$ cat config.mk
export PLATFORM = sky130hd
export DESIGN_NAME = audio_frame_capture_ctrl_flat
export DESIGN_NICKNAME = d
export VERILOG_FILES = /design/src/rtl/audio_pkg.sv /design/src/rtl/audio_frame_capture_ctrl_if.sv /design/src/rtl/pulse_sync_edge.sv /design/src/rtl/audio_frame_capture_ctrl.sv /design/src/flat_wrapper.sv
export SDC_FILE = /design/constraint.sdc
export NUM_CORES = 1
export LEC_CHECK = 0
export CAP_MARGIN = 25
export CORE_MARGIN = 8
export CORE_UTILIZATION = 41
export DETAILED_ROUTE_END_ITERATION = 12
export DONT_BUFFER_PORTS = 1
export GPL_TIMING_DRIVEN = 0
export SLEW_MARGIN = 20
export SYNTH_ARGS = -nofsm -noshare
export SYNTH_HDL_FRONTEND = slang
export SYNTH_SLANG_ARGS = --single-unit
$ cat constraint.sdc
create_clock -name clk -period 3.94 [get_ports clk]
set_input_delay 0.394 -clock clk [delete_from_list [all_inputs] [get_ports clk]]
set_output_delay 0.394 -clock clk [all_outputs]
set_load 0.1 [all_outputs]
$ cat src/rtl/audio_pkg.sv
`default_nettype none
// +----------------------------------------------------------------------+
// | audio_pkg                                                            |
// | Shared constants and state encoding for the audio capture path.      |
// | Revision: 1.0                                                        |
// +----------------------------------------------------------------------+
package audio_pkg;

    localparam int c_DATA_BITS = 16;
    localparam int c_FRAME_LEN = 1024;

    typedef enum logic [1:0] {
        ST_IDLE    = 2'd0,
        ST_CAPTURE = 2'd1,
        ST_FULL    = 2'd2
    } state_t;

endpackage
`default_nettype wire

$ cat src/rtl/audio_frame_capture_ctrl_if.sv
`default_nettype none
// +----------------------------------------------------------------------+
// | audio_frame_capture_ctrl_if                                          |
// | I2S, frame RAM and FFT handshake signals of the capture controller.  |
// | Revision: 1.0                                                        |
// +----------------------------------------------------------------------+
interface audio_frame_capture_ctrl_if #(
    parameter int DATA_BITS  = 16,
    parameter int ADDR_BITS  = 10,
    parameter int DECIM_BITS = 4
);
    logic                  enable_i;
    logic                  i2s_get_o;
    logic                  i2s_done_i;
    logic [DATA_BITS-1:0]  i2s_sample_data_L_i;
    logic [DATA_BITS-1:0]  i2s_sample_data_R_i;
    logic [DECIM_BITS-1:0] decim_i;
    logic                  buf_we_o;
    logic [ADDR_BITS-1:0]  buf_addr_o;
    logic [DATA_BITS-1:0]  buf_wdata_o;
    logic                  frame_ready_o;
    logic                  frame_ack_i;
    logic                  overrun_o;
    logic                  busy_o;

    // Controller side.
    modport slave (
        input  enable_i, i2s_done_i, i2s_sample_data_L_i, i2s_sample_data_R_i,
               decim_i, frame_ack_i,
        output i2s_get_o, buf_we_o, buf_addr_o, buf_wdata_o, frame_ready_o,
               overrun_o, busy_o
    );

    // Environment side (receiver, RAM, FFT).
    modport master (
        output enable_i, i2s_done_i, i2s_sample_data_L_i, i2s_sample_data_R_i,
               decim_i, frame_ack_i,
        input  i2s_get_o, buf_we_o, buf_addr_o, buf_wdata_o, frame_ready_o,
               overrun_o, busy_o
    );
endinterface
`default_nettype wire

$ cat src/rtl/pulse_sync_edge.sv
`default_nettype none
// +----------------------------------------------------------------------+
// | pulse_sync_edge                                                      |
// | 2-FF synchronizer plus rising-edge detector; 1-cycle output pulse.   |
// | Revision: 1.0                                                        |
// +----------------------------------------------------------------------+
module pulse_sync_edge (
    input  wire logic clk,
    input  wire logic rst,
    input  wire logic i_async,
    output logic      o_pulse
);
    logic r_sync1;
    logic r_sync2;
    logic r_prev;

    always_ff @(posedge clk) begin
        if (rst) begin
            r_sync1 <= 1'b0;
            r_sync2 <= 1'b0;
            r_prev  <= 1'b0;
        end else begin
            r_sync1 <= i_async;
            r_sync2 <= r_sync1;
            r_prev  <= r_sync2;
        end
    end

    assign o_pulse = r_sync2 & ~r_prev;
endmodule
`default_nettype wire

$ cat src/rtl/audio_frame_capture_ctrl.sv
`default_nettype none
// +----------------------------------------------------------------------+
// | audio_frame_capture_ctrl                                             |
// | Fills an FFT frame buffer from the I2S receiver with optional        |
// | decimation. Build option AUDIO_MONO_MIX_EN stores (L+R)/2 instead   |
// | of the left channel.                                                 |
// | Revision: 1.0                                                        |
// +----------------------------------------------------------------------+
module audio_frame_capture_ctrl
    import audio_pkg::*;
#(
    parameter int DATA_BITS  = c_DATA_BITS,
    parameter int FRAME_LEN  = c_FRAME_LEN,
    parameter int ADDR_BITS  = $clog2(FRAME_LEN),
    parameter int DECIM_BITS = 4
) (
    input  wire logic                 clk,
    input  wire logic                 rst,
    audio_frame_capture_ctrl_if.slave bus
);
    localparam logic [ADDR_BITS-1:0] c_LAST_ADDR = ADDR_BITS'(FRAME_LEN - 1);

    logic                  w_sample_evt;
    logic [DATA_BITS-1:0]  w_sample;

    state_t                r_state;
    logic [ADDR_BITS-1:0]  r_addr;
    logic [DECIM_BITS-1:0] r_decim;
    logic [DECIM_BITS-1:0] r_dcnt;
    logic                  r_wrap;
    logic                  r_we;
    logic [ADDR_BITS-1:0]  r_baddr;
    logic [DATA_BITS-1:0]  r_wdata;
    logic                  r_get;
    logic                  r_ready;
    logic                  r_overrun;

    pulse_sync_edge u_done_sync (
        .clk     (clk),
        .rst     (rst),
        .i_async (bus.i2s_done_i),
        .o_pulse (w_sample_evt)
    );

`ifdef AUDIO_MONO_MIX_EN
    logic [DATA_BITS:0] w_mix_sum;
    assign w_mix_sum = {bus.i2s_sample_data_L_i[DATA_BITS-1], bus.i2s_sample_data_L_i}
                     + {bus.i2s_sample_data_R_i[DATA_BITS-1], bus.i2s_sample_data_R_i};
    // Dropping the LSB of the widened sum is an arithmetic shift (floor).
    assign w_sample  = w_mix_sum[DATA_BITS:1];
`else
    assign w_sample  = bus.i2s_sample_data_L_i;
`endif

    always_ff @(posedge clk) begin
        if (rst) begin
            r_state   <= ST_IDLE;
            r_addr    <= '0;
            r_decim   <= '0;
            r_dcnt    <= '0;
            r_wrap    <= 1'b0;
            r_we      <= 1'b0;
            r_baddr   <= '0;
            r_wdata   <= '0;
            r_get     <= 1'b0;
            r_ready   <= 1'b0;
            r_overrun <= 1'b0;
        end else begin
            r_we   <= 1'b0;
            r_wrap <= 1'b0;
            case (r_state)
                ST_IDLE: begin
                    if (bus.enable_i) begin
                        r_state   <= ST_CAPTURE;
                        r_get     <= 1'b1;
                        r_addr    <= '0;
                        r_decim   <= bus.decim_i;
                        r_dcnt    <= '0;
                        r_overrun <= 1'b0;
                    end
                end
                ST_CAPTURE: begin
                    if (!bus.enable_i) begin
                        r_state <= ST_IDLE;
                        r_get   <= 1'b0;
                        r_addr  <= '0;
                        r_dcnt  <= '0;
                    end else if (r_wrap) begin
                        // Frame becomes visible one cycle after its last strobe.
                        r_state <= ST_FULL;
                        r_ready <= 1'b1;
                    end else if (w_sample_evt) begin
                        if (r_dcnt == '0) begin
                            r_we    <= 1'b1;
                            r_baddr <= r_addr;
                            r_wdata <= w_sample;
                            r_addr  <= r_addr + 1'b1;
                            r_wrap  <= (r_addr == c_LAST_ADDR);
                        end
                        r_dcnt <= (r_dcnt == r_decim) ? '0 : r_dcnt + 1'b1;
                    end
                end
                ST_FULL: begin
                    if (bus.frame_ack_i) begin
                        r_ready <= 1'b0;
                        r_dcnt  <= '0;
                        if (bus.enable_i) begin
                            r_state <= ST_CAPTURE;
                            r_decim <= bus.decim_i;
                        end else begin
                            r_state <= ST_IDLE;
                            r_get   <= 1'b0;
                        end
                    end else if (w_sample_evt) begin
                        r_overrun <= 1'b1;
                    end
                end
                default: r_state <= ST_IDLE;
            endcase
        end
    end

    assign bus.i2s_get_o     = r_get;
    assign bus.buf_we_o      = r_we;
    assign bus.buf_addr_o    = r_baddr;
    assign bus.buf_wdata_o   = r_wdata;
    assign bus.frame_ready_o = r_ready;
    assign bus.overrun_o     = r_overrun;
    assign bus.busy_o        = (r_state != ST_IDLE);
endmodule
`default_nettype wire

$ cat src/flat_wrapper.sv
// flat-port wrapper written by rule: the top's interface ports become plain ports
module audio_frame_capture_ctrl_flat import audio_pkg::*;
#(
    parameter int DATA_BITS  = c_DATA_BITS,
    parameter int FRAME_LEN  = c_FRAME_LEN,
    parameter int ADDR_BITS  = $clog2(FRAME_LEN),
    parameter int DECIM_BITS = 4
)
  (clk, rst, bus_enable_i, bus_i2s_done_i, bus_i2s_sample_data_L_i, bus_i2s_sample_data_R_i, bus_decim_i, bus_frame_ack_i, bus_i2s_get_o, bus_buf_we_o, bus_buf_addr_o, bus_buf_wdata_o, bus_frame_ready_o, bus_overrun_o, bus_busy_o);
  audio_frame_capture_ctrl_if #(.DATA_BITS(DATA_BITS), .ADDR_BITS(ADDR_BITS), .DECIM_BITS(DECIM_BITS)) bus_i ();
  input  wire logic clk;
  input  wire logic rst;
  input wire logic [$bits(bus_i.enable_i)-1:0] bus_enable_i;
  input wire logic [$bits(bus_i.i2s_done_i)-1:0] bus_i2s_done_i;
  input wire logic [$bits(bus_i.i2s_sample_data_L_i)-1:0] bus_i2s_sample_data_L_i;
  input wire logic [$bits(bus_i.i2s_sample_data_R_i)-1:0] bus_i2s_sample_data_R_i;
  input wire logic [$bits(bus_i.decim_i)-1:0] bus_decim_i;
  input wire logic [$bits(bus_i.frame_ack_i)-1:0] bus_frame_ack_i;
  output wire logic [$bits(bus_i.i2s_get_o)-1:0] bus_i2s_get_o;
  output wire logic [$bits(bus_i.buf_we_o)-1:0] bus_buf_we_o;
  output wire logic [$bits(bus_i.buf_addr_o)-1:0] bus_buf_addr_o;
  output wire logic [$bits(bus_i.buf_wdata_o)-1:0] bus_buf_wdata_o;
  output wire logic [$bits(bus_i.frame_ready_o)-1:0] bus_frame_ready_o;
  output wire logic [$bits(bus_i.overrun_o)-1:0] bus_overrun_o;
  output wire logic [$bits(bus_i.busy_o)-1:0] bus_busy_o;
  assign bus_i.enable_i = bus_enable_i;
  assign bus_i.i2s_done_i = bus_i2s_done_i;
  assign bus_i.i2s_sample_data_L_i = bus_i2s_sample_data_L_i;
  assign bus_i.i2s_sample_data_R_i = bus_i2s_sample_data_R_i;
  assign bus_i.decim_i = bus_decim_i;
  assign bus_i.frame_ack_i = bus_frame_ack_i;
  assign bus_i2s_get_o = bus_i.i2s_get_o;
  assign bus_buf_we_o = bus_i.buf_we_o;
  assign bus_buf_addr_o = bus_i.buf_addr_o;
  assign bus_buf_wdata_o = bus_i.buf_wdata_o;
  assign bus_frame_ready_o = bus_i.frame_ready_o;
  assign bus_overrun_o = bus_i.overrun_o;
  assign bus_busy_o = bus_i.busy_o;
  audio_frame_capture_ctrl #(.DATA_BITS(DATA_BITS), .FRAME_LEN(FRAME_LEN), .ADDR_BITS(ADDR_BITS), .DECIM_BITS(DECIM_BITS)) u_core (.clk(clk), .rst(rst), .bus(bus_i));
endmodule
==> reports/results.ini, run 1 <==
[place]
routabilityCongestion = 0.8216
dpl.cell_count = 374
post-place-ws_ns = 1.610
place_hpwl_um = 4220
numPortBuffers = 0

[setup_path]
critical_path_class = reg -> out
cpMostUsedCell = inv_1
critPathMaxStageDelay_ns = 0.73
crit_family = buffers and inverters
reg2reg_slack_ns = 1.57
critPathBufInv = 3
start_kind = flop
setup.worst_path.end_class = output pin
crit_slowest_cell = inv_1
cp.arrival_ns = 2.08
cp_max_fo = 10
path_cells = inv_1, ha_1, clkbuf_1, inv_1
cp.required_ns = 3.55

[yosys]
ys.flop_type = dfxtp_1
synth_cell_types = 47
synth_cells = 299
synth_edf_count = 0
syn-cell-area_um2 = 2465
ys_seq_area_share_pct = 43.86
synth.ff_latch_count = 54
synth_top_area_share_pct = 43.86
synth_commonest_cells = nand2_1, dfxtp_1, a21oi_1, nor2_1
yosys.area.top_type = dfxtp_1
post-synth-top-count-cell = nand2_1
synthArstFlopShare_pct = 0
yosysWarnings = 0
synthTopCellsByArea = dfxtp_1, nand2_1, a21oi_1
syn_nets = 347
syn_avg_cell_area_um2 = 8.244

[global_routing]
grt_overflow = 0
grt_pass1_vias = 1974
grtUsageTotal_pct = 13.32
grt_max_degree = 17
grt_pass1_wl_um = 9384
antenna_found_initial = 0

[job]
drv_cap = 0

[drt]
drt-vias-per-instance = 5.393
antenna_left = 0
vias = 2060
drtIter0Drc = 74
drt_wl_total_um = 5715
wl_per_cell_um = 14.96
firstDrtPassIters = 4
drc = 0

[sta]
maxSlewHeadroom_pct = 32.28
fmax_mhz = 404.9
finalSetupTns_ns = 0
post-route-period-util_pct = 62.68
hold_violations = 0
finalMaxSlewViolations = 0
skew_ns = 0.008156
fin_ws_ns = 1.471
period_needed_ns = 2.469
setup_viol = 0
worst_pin_slew_ns = 1.014
rsz0062_at_grt = no

[power]
seqPwrFrac_pct = 50.4
p_clk_share_pct = 39.7
power.switching_mw = 0.2926
totalPowerFinal_mw = 1.157
power_frac_comb_pct = 9.9
internal_power_mw = 0.8647
power.density_nw_per_um2 = 428.4
max-vdd-ir-drop_mv = 0.1955
swShare_pct = 25.28
total_leakage_power_nw = 0.9011

[cts]
insertion_delay_ns = 0.31
cts_hold_buf = 0
cts_buffer_depth = 2
path_clk_slew_ns = 0.10
cts_tree = done
post_cts_resized = 0
cts_setup_buffers = 0
cts_made_buffers = 5
cts.sinks = 54
htree_levels = 2
cts_root_buffer = clkbuf_8

[floorplanning]
start_util_pct = 42.13
rows = 28
core_um2 = 5851
die_area_um2 = 8749
pin_count = 72
die_x_um = 93.54
dieHeight_um = 93.54

[final_layout]
drive_gt1_share_pct = 6.515
nNetsFinal = 354
antenna_cells = 0
final_core_util_pct = 46.17
areaGrowthSynthToFinish_pct = 9.594
finalNonFillerCells = 382

[status]
status = complete, no violations

[worst_hold_path]
min_path_type = in -> reg

## stage by stage
step                      instance area (um^2)  hold WS (ns)
final                                     2701        0.2015
after CTS                                 2701        0.1919
after global routing                      2701        0.1788
after detailed placement                  2559        0.4281
after floorplan                           2465        0.4138
after global placement                    2559        0.4207
## state kept, by name, summed over array words and instances, names as in the netlist
register	flops
u_core.r_dcnt	4
u_core.r_decim	4
u_core.u_done_sync.r_sync2	1
u_core.bus.frame_ready_o	1
u_core.bus.buf_wdata_o	16
u_core.r_addr	10
u_core.u_done_sync.r_prev	1
u_core.bus.buf_we_o	1
u_core.bus.overrun_o	1
u_core.r_state	2
u_core.r_wrap	1
u_core.bus.i2s_get_o	1
u_core.bus.buf_addr_o	10
u_core.u_done_sync.r_sync1	1
## worst reg2reg max path: stages (launching register included)
cell and delay, ns:
dfxtp_1 0.41, inv_1 0.08, ha_1 0.28, clkbuf_1 0.26, inv_1 0.73, nand2_1 0.15, o221ai_1 0.22, a21oi_1 0.10
## final timing paths
path         depth (start not counted)                    endpoint                        start
max                                  4                  bus_busy_o            u_core.r_state[0]
max reg2reg                          7            u_core.r_addr[1]            u_core.r_state[0]
min                                  2  u_core.bus.buf_wdata_o[15]  bus_i2s_sample_data_L_i[15]
min reg2reg                          1  u_core.u_done_sync.r_sync2   u_core.u_done_sync.r_sync1
## cell usage in the layout, fill, tap and decap left out, drive strengths merged, types with 8 or more instances in the layout
| cell | count |
|---|---|
| nand2 | 70 |
| dfxtp | 54 |
| a21oi | 36 |
| nor2 | 15 |
| clkbuf | 15 |
| mux2i | 9 |
| buf | 9 |
| inv | 8 |
| nand2b | 8 |
## power by group through the flow
| stage | Combinational, mW | Clock (mW) | Sequential (mW) |
|---|---|---|---|
| 6_report | 0.115 | 0.459 | 0.583 |
| 5_1_grt | 0.127 | 0.493 | 0.585 |
| 4_1_cts | 0.116 | 0.471 | 0.584 |
| 3_5_place_dp | 0.115 | 0 | 0.596 |
| 3_3_place_gp | 0.114 | 0 | 0.596 |
| 2_1_floorplan | 0.0931 | 0 | 0.594 |
## cells by family (layout without fill, tap and decap cells)
| family | after synthesis | after routing | synth area share, % |
|---|---|---|---|
| buffers and inverters | 26 | 34 | 4.569 |
| and+or+nand+nor | 134 | 134 | 26.29 |
| adders and majority gates | 7 | 7 | 3.553 |
| DFF | 54 | 54 | 43.86 |
| AOI/OAI and AO/OA | 63 | 63 | 15.84 |
| muxes | 10 | 10 | 4.112 |
| xor gates and xnor gates | 5 | 5 | 1.777 |
## cell type report
class,instances,area (um^2)
flip-flops and latches,54,1081
fillers,598,3149
clock buffers,6,82.58
well taps,75,93.84
clock inverters,2,60.06
multi-input cells,219,1271
plain buffers,18,82.58
inverters,8,30.03
## per-layer routing
layer	routed length [um]	track usage [%]	vias to the layer above
met5	0	0	-
met4	63	3.963	0
met3	651	6.571	7
met2	2331	20.27	58
met1	2669	16.14	947
li1	-	-	1048
Power figures use the tool's default switching activity.
==> run 2, diff against run 1 <==
Clock period 3.94 ns to 2.4 ns, I/O delays scaled along.
==> run 2 against run 1 <==
  * Register-to-register slack worse by 1.4 ns
  * Routed wire length hardly changed
  * Hold slack worse by 0.15 ns
  * Design area is 0.28% higher
  * Setup slack worse by 1.3 ns
  * Global-route usage stayed put
  * First-iteration DRC count is 18% lower
  * Flip-flop and latch count stayed put
  * Count of clock-buffer cells in the layout stayed put
  * Highest routed layer unchanged
==> reports/results.ini, run 2 (same netlist as run 1, synthesis figures left out) <==
[global_routing]
antenna_found_initial = 0  ; unchanged
grt_overflow = 0  ; unchanged
grt_pass1_wl_um = 9384  ; unchanged
grt_max_degree = 17  ; unchanged
grtUsageTotal_pct = 13.32  ; unchanged
grt_pass1_vias = 1974  ; unchanged

[status]
status = complete, no violations

[cts]
insertion_delay_ns = 0.31  ; about the same
cts_root_buffer = clkbuf_8
htree_levels = 2  ; unchanged
cts_made_buffers = 5  ; unchanged
path_clk_slew_ns = 0.10  ; about the same
cts_setup_buffers = 0  ; unchanged
cts_buffer_depth = 2  ; unchanged
cts.sinks = 54  ; unchanged
cts_tree = done
cts_hold_buf = 0  ; unchanged
post_cts_resized = 0  ; unchanged

[place]
place_hpwl_um = 4220  ; unchanged
numPortBuffers = 0  ; unchanged
routabilityCongestion = 0.8216  ; unchanged

[floorplanning]
dieHeight_um = 93.54  ; unchanged
die_x_um = 93.54  ; unchanged
rows = 28  ; unchanged
start_util_pct = 42.13  ; unchanged
core_um2 = 5851  ; unchanged
die_area_um2 = 8749  ; unchanged
pin_count = 72  ; unchanged

[drt]
drtIter0Drc = 61  ; -18%
drt-vias-per-instance = 5.396  ; about the same
antenna_left = 0  ; unchanged
drt_wl_total_um = 5714  ; about the same
vias = 2056  ; -0.19%
wl_per_cell_um = 15.00  ; +0.24%
drc = 0  ; unchanged
firstDrtPassIters = 4  ; unchanged

[final_layout]
layout_common_cells = nand2_1, dfxtp_1, a21oi_1
nNetsFinal = 353  ; -0.28%
areaGrowthSynthToFinish_pct = 9.899
final_core_util_pct = 46.30  ; +0.13 points
antenna_cells = 0  ; unchanged
mostFrequentLayoutCell = nand2_1
num-fill-cells = 598  ; unchanged
largest_reg_flops = 16  ; unchanged
drive_gt1_share_pct = 7.190  ; +0.67 points

[sta]
maxSlewHeadroom_pct = 32.29  ; about the same
fmax_mhz = 446.0
hold_violations = 0  ; unchanged
finalMaxSlewViolations = 0  ; unchanged
finalSetupTns_ns = 0  ; unchanged
post-route-period-util_pct = 93.43
setup_viol = 0  ; unchanged
rsz0062_at_grt = no
period_needed_ns = 2.242
worst_pin_slew_ns = 1.014  ; -0.0002019 ns
skew_ns = 0.008520  ; +0.0003639 ns

[setup_path]
cp.arrival_ns = 2.43  ; +0.35 ns
cp.required_ns = 2.58  ; -0.97 ns
critical_path_class = reg -> reg
setup.worst_path.end_class = flop
start_kind = flop
cp_max_fo = 10  ; unchanged

[power]
total_leakage_power_nw = 0.8990  ; -0.24%
power.density_nw_per_um2 = 701.0  ; +64%
max-vdd-ir-drop_mv = 0.3192  ; +63%
totalPowerFinal_mw = 1.899  ; +64%

[worst_hold_path]
min_path_type = in -> reg

[job]
drv_cap = 0  ; unchanged

==> run 2: cell types whose count changed in the layout (fill, tap and decap cells not counted), sizes merged <==
| cell | delta |
|---|---|
| inv | -1 |
| clkbuf | -1 |
| clkinvlp | +1 |
==> run 2: metal layers <==
layer | track usage (%) | part of all wire [%]
met3 | 6.571 | 11
met4 | 3.963 | 1.1
met2 | 20.27 | 41
met5 | 0 | 0
met1 | 16.14 | 47
==> run 2: worst paths after layout <==
check	startpoint	to	slack, ns	cells after the start
worst min-delay path	bus_i2s_sample_data_L_i[15]	u_core.bus.buf_wdata_o[15]	0.05	2
worst max register to register	u_core.r_dcnt[0]	u_core.bus.buf_addr_o[0]	0.16	8
worst max-delay path	u_core.r_dcnt[0]	u_core.bus.buf_addr_o[0]	0.16	8
worst min register to register	u_core.u_done_sync.r_sync1	u_core.u_done_sync.r_sync2	0.45	1
==> run 2: layout make-up <==
class / instances / area [um^2] / area share (%)
clock inverter: 2 / 60.06 / 2.217
tap: 75 / 93.84 / 3.464
sequential: 54 / 1081 / 39.91
clock buffer: 6 / 82.58 / 3.048
multi-input combinational: 219 / 1277 / 47.16
inverter: 8 / 33.78 / 1.247
buffer: 17 / 80.08 / 2.956
==> run 2: worst max-delay path, cell delays in order, from the launching register on <==
cell and delay, ns:
dfxtp_1 0.36, inv_1 0.10, ha_1 0.15, or3b_1 0.49, or3_2 0.44, buf_2 0.19, buf_2 0.21, nand2_1 0.09
a21oi_1 0.08
==> run 2: where the power goes <==
part	total [mW]	leakage (nW)	switching (mW)	internal [mW]
logic	0.191	0.391	0.127	0.0641
registers	0.958	0.437	0.0465	0.911
clock network	0.750	0.0714	0.305	0.445
==> run 2: per-stage QoR <==
step                      setup slack [ns]  instances  hold slack, ns  instance area (um^2)
after floorplan                     0.3314        299          0.3682                  2465
after global placement             0.07590        374          0.3737                  2559
after detailed placement           0.06955        374          0.3786                  2559
after CTS                          0.03992        382         0.03794                  2701
after global routing               0.03491        381         0.02478                  2709
final                               0.1578        381         0.05075                  2709
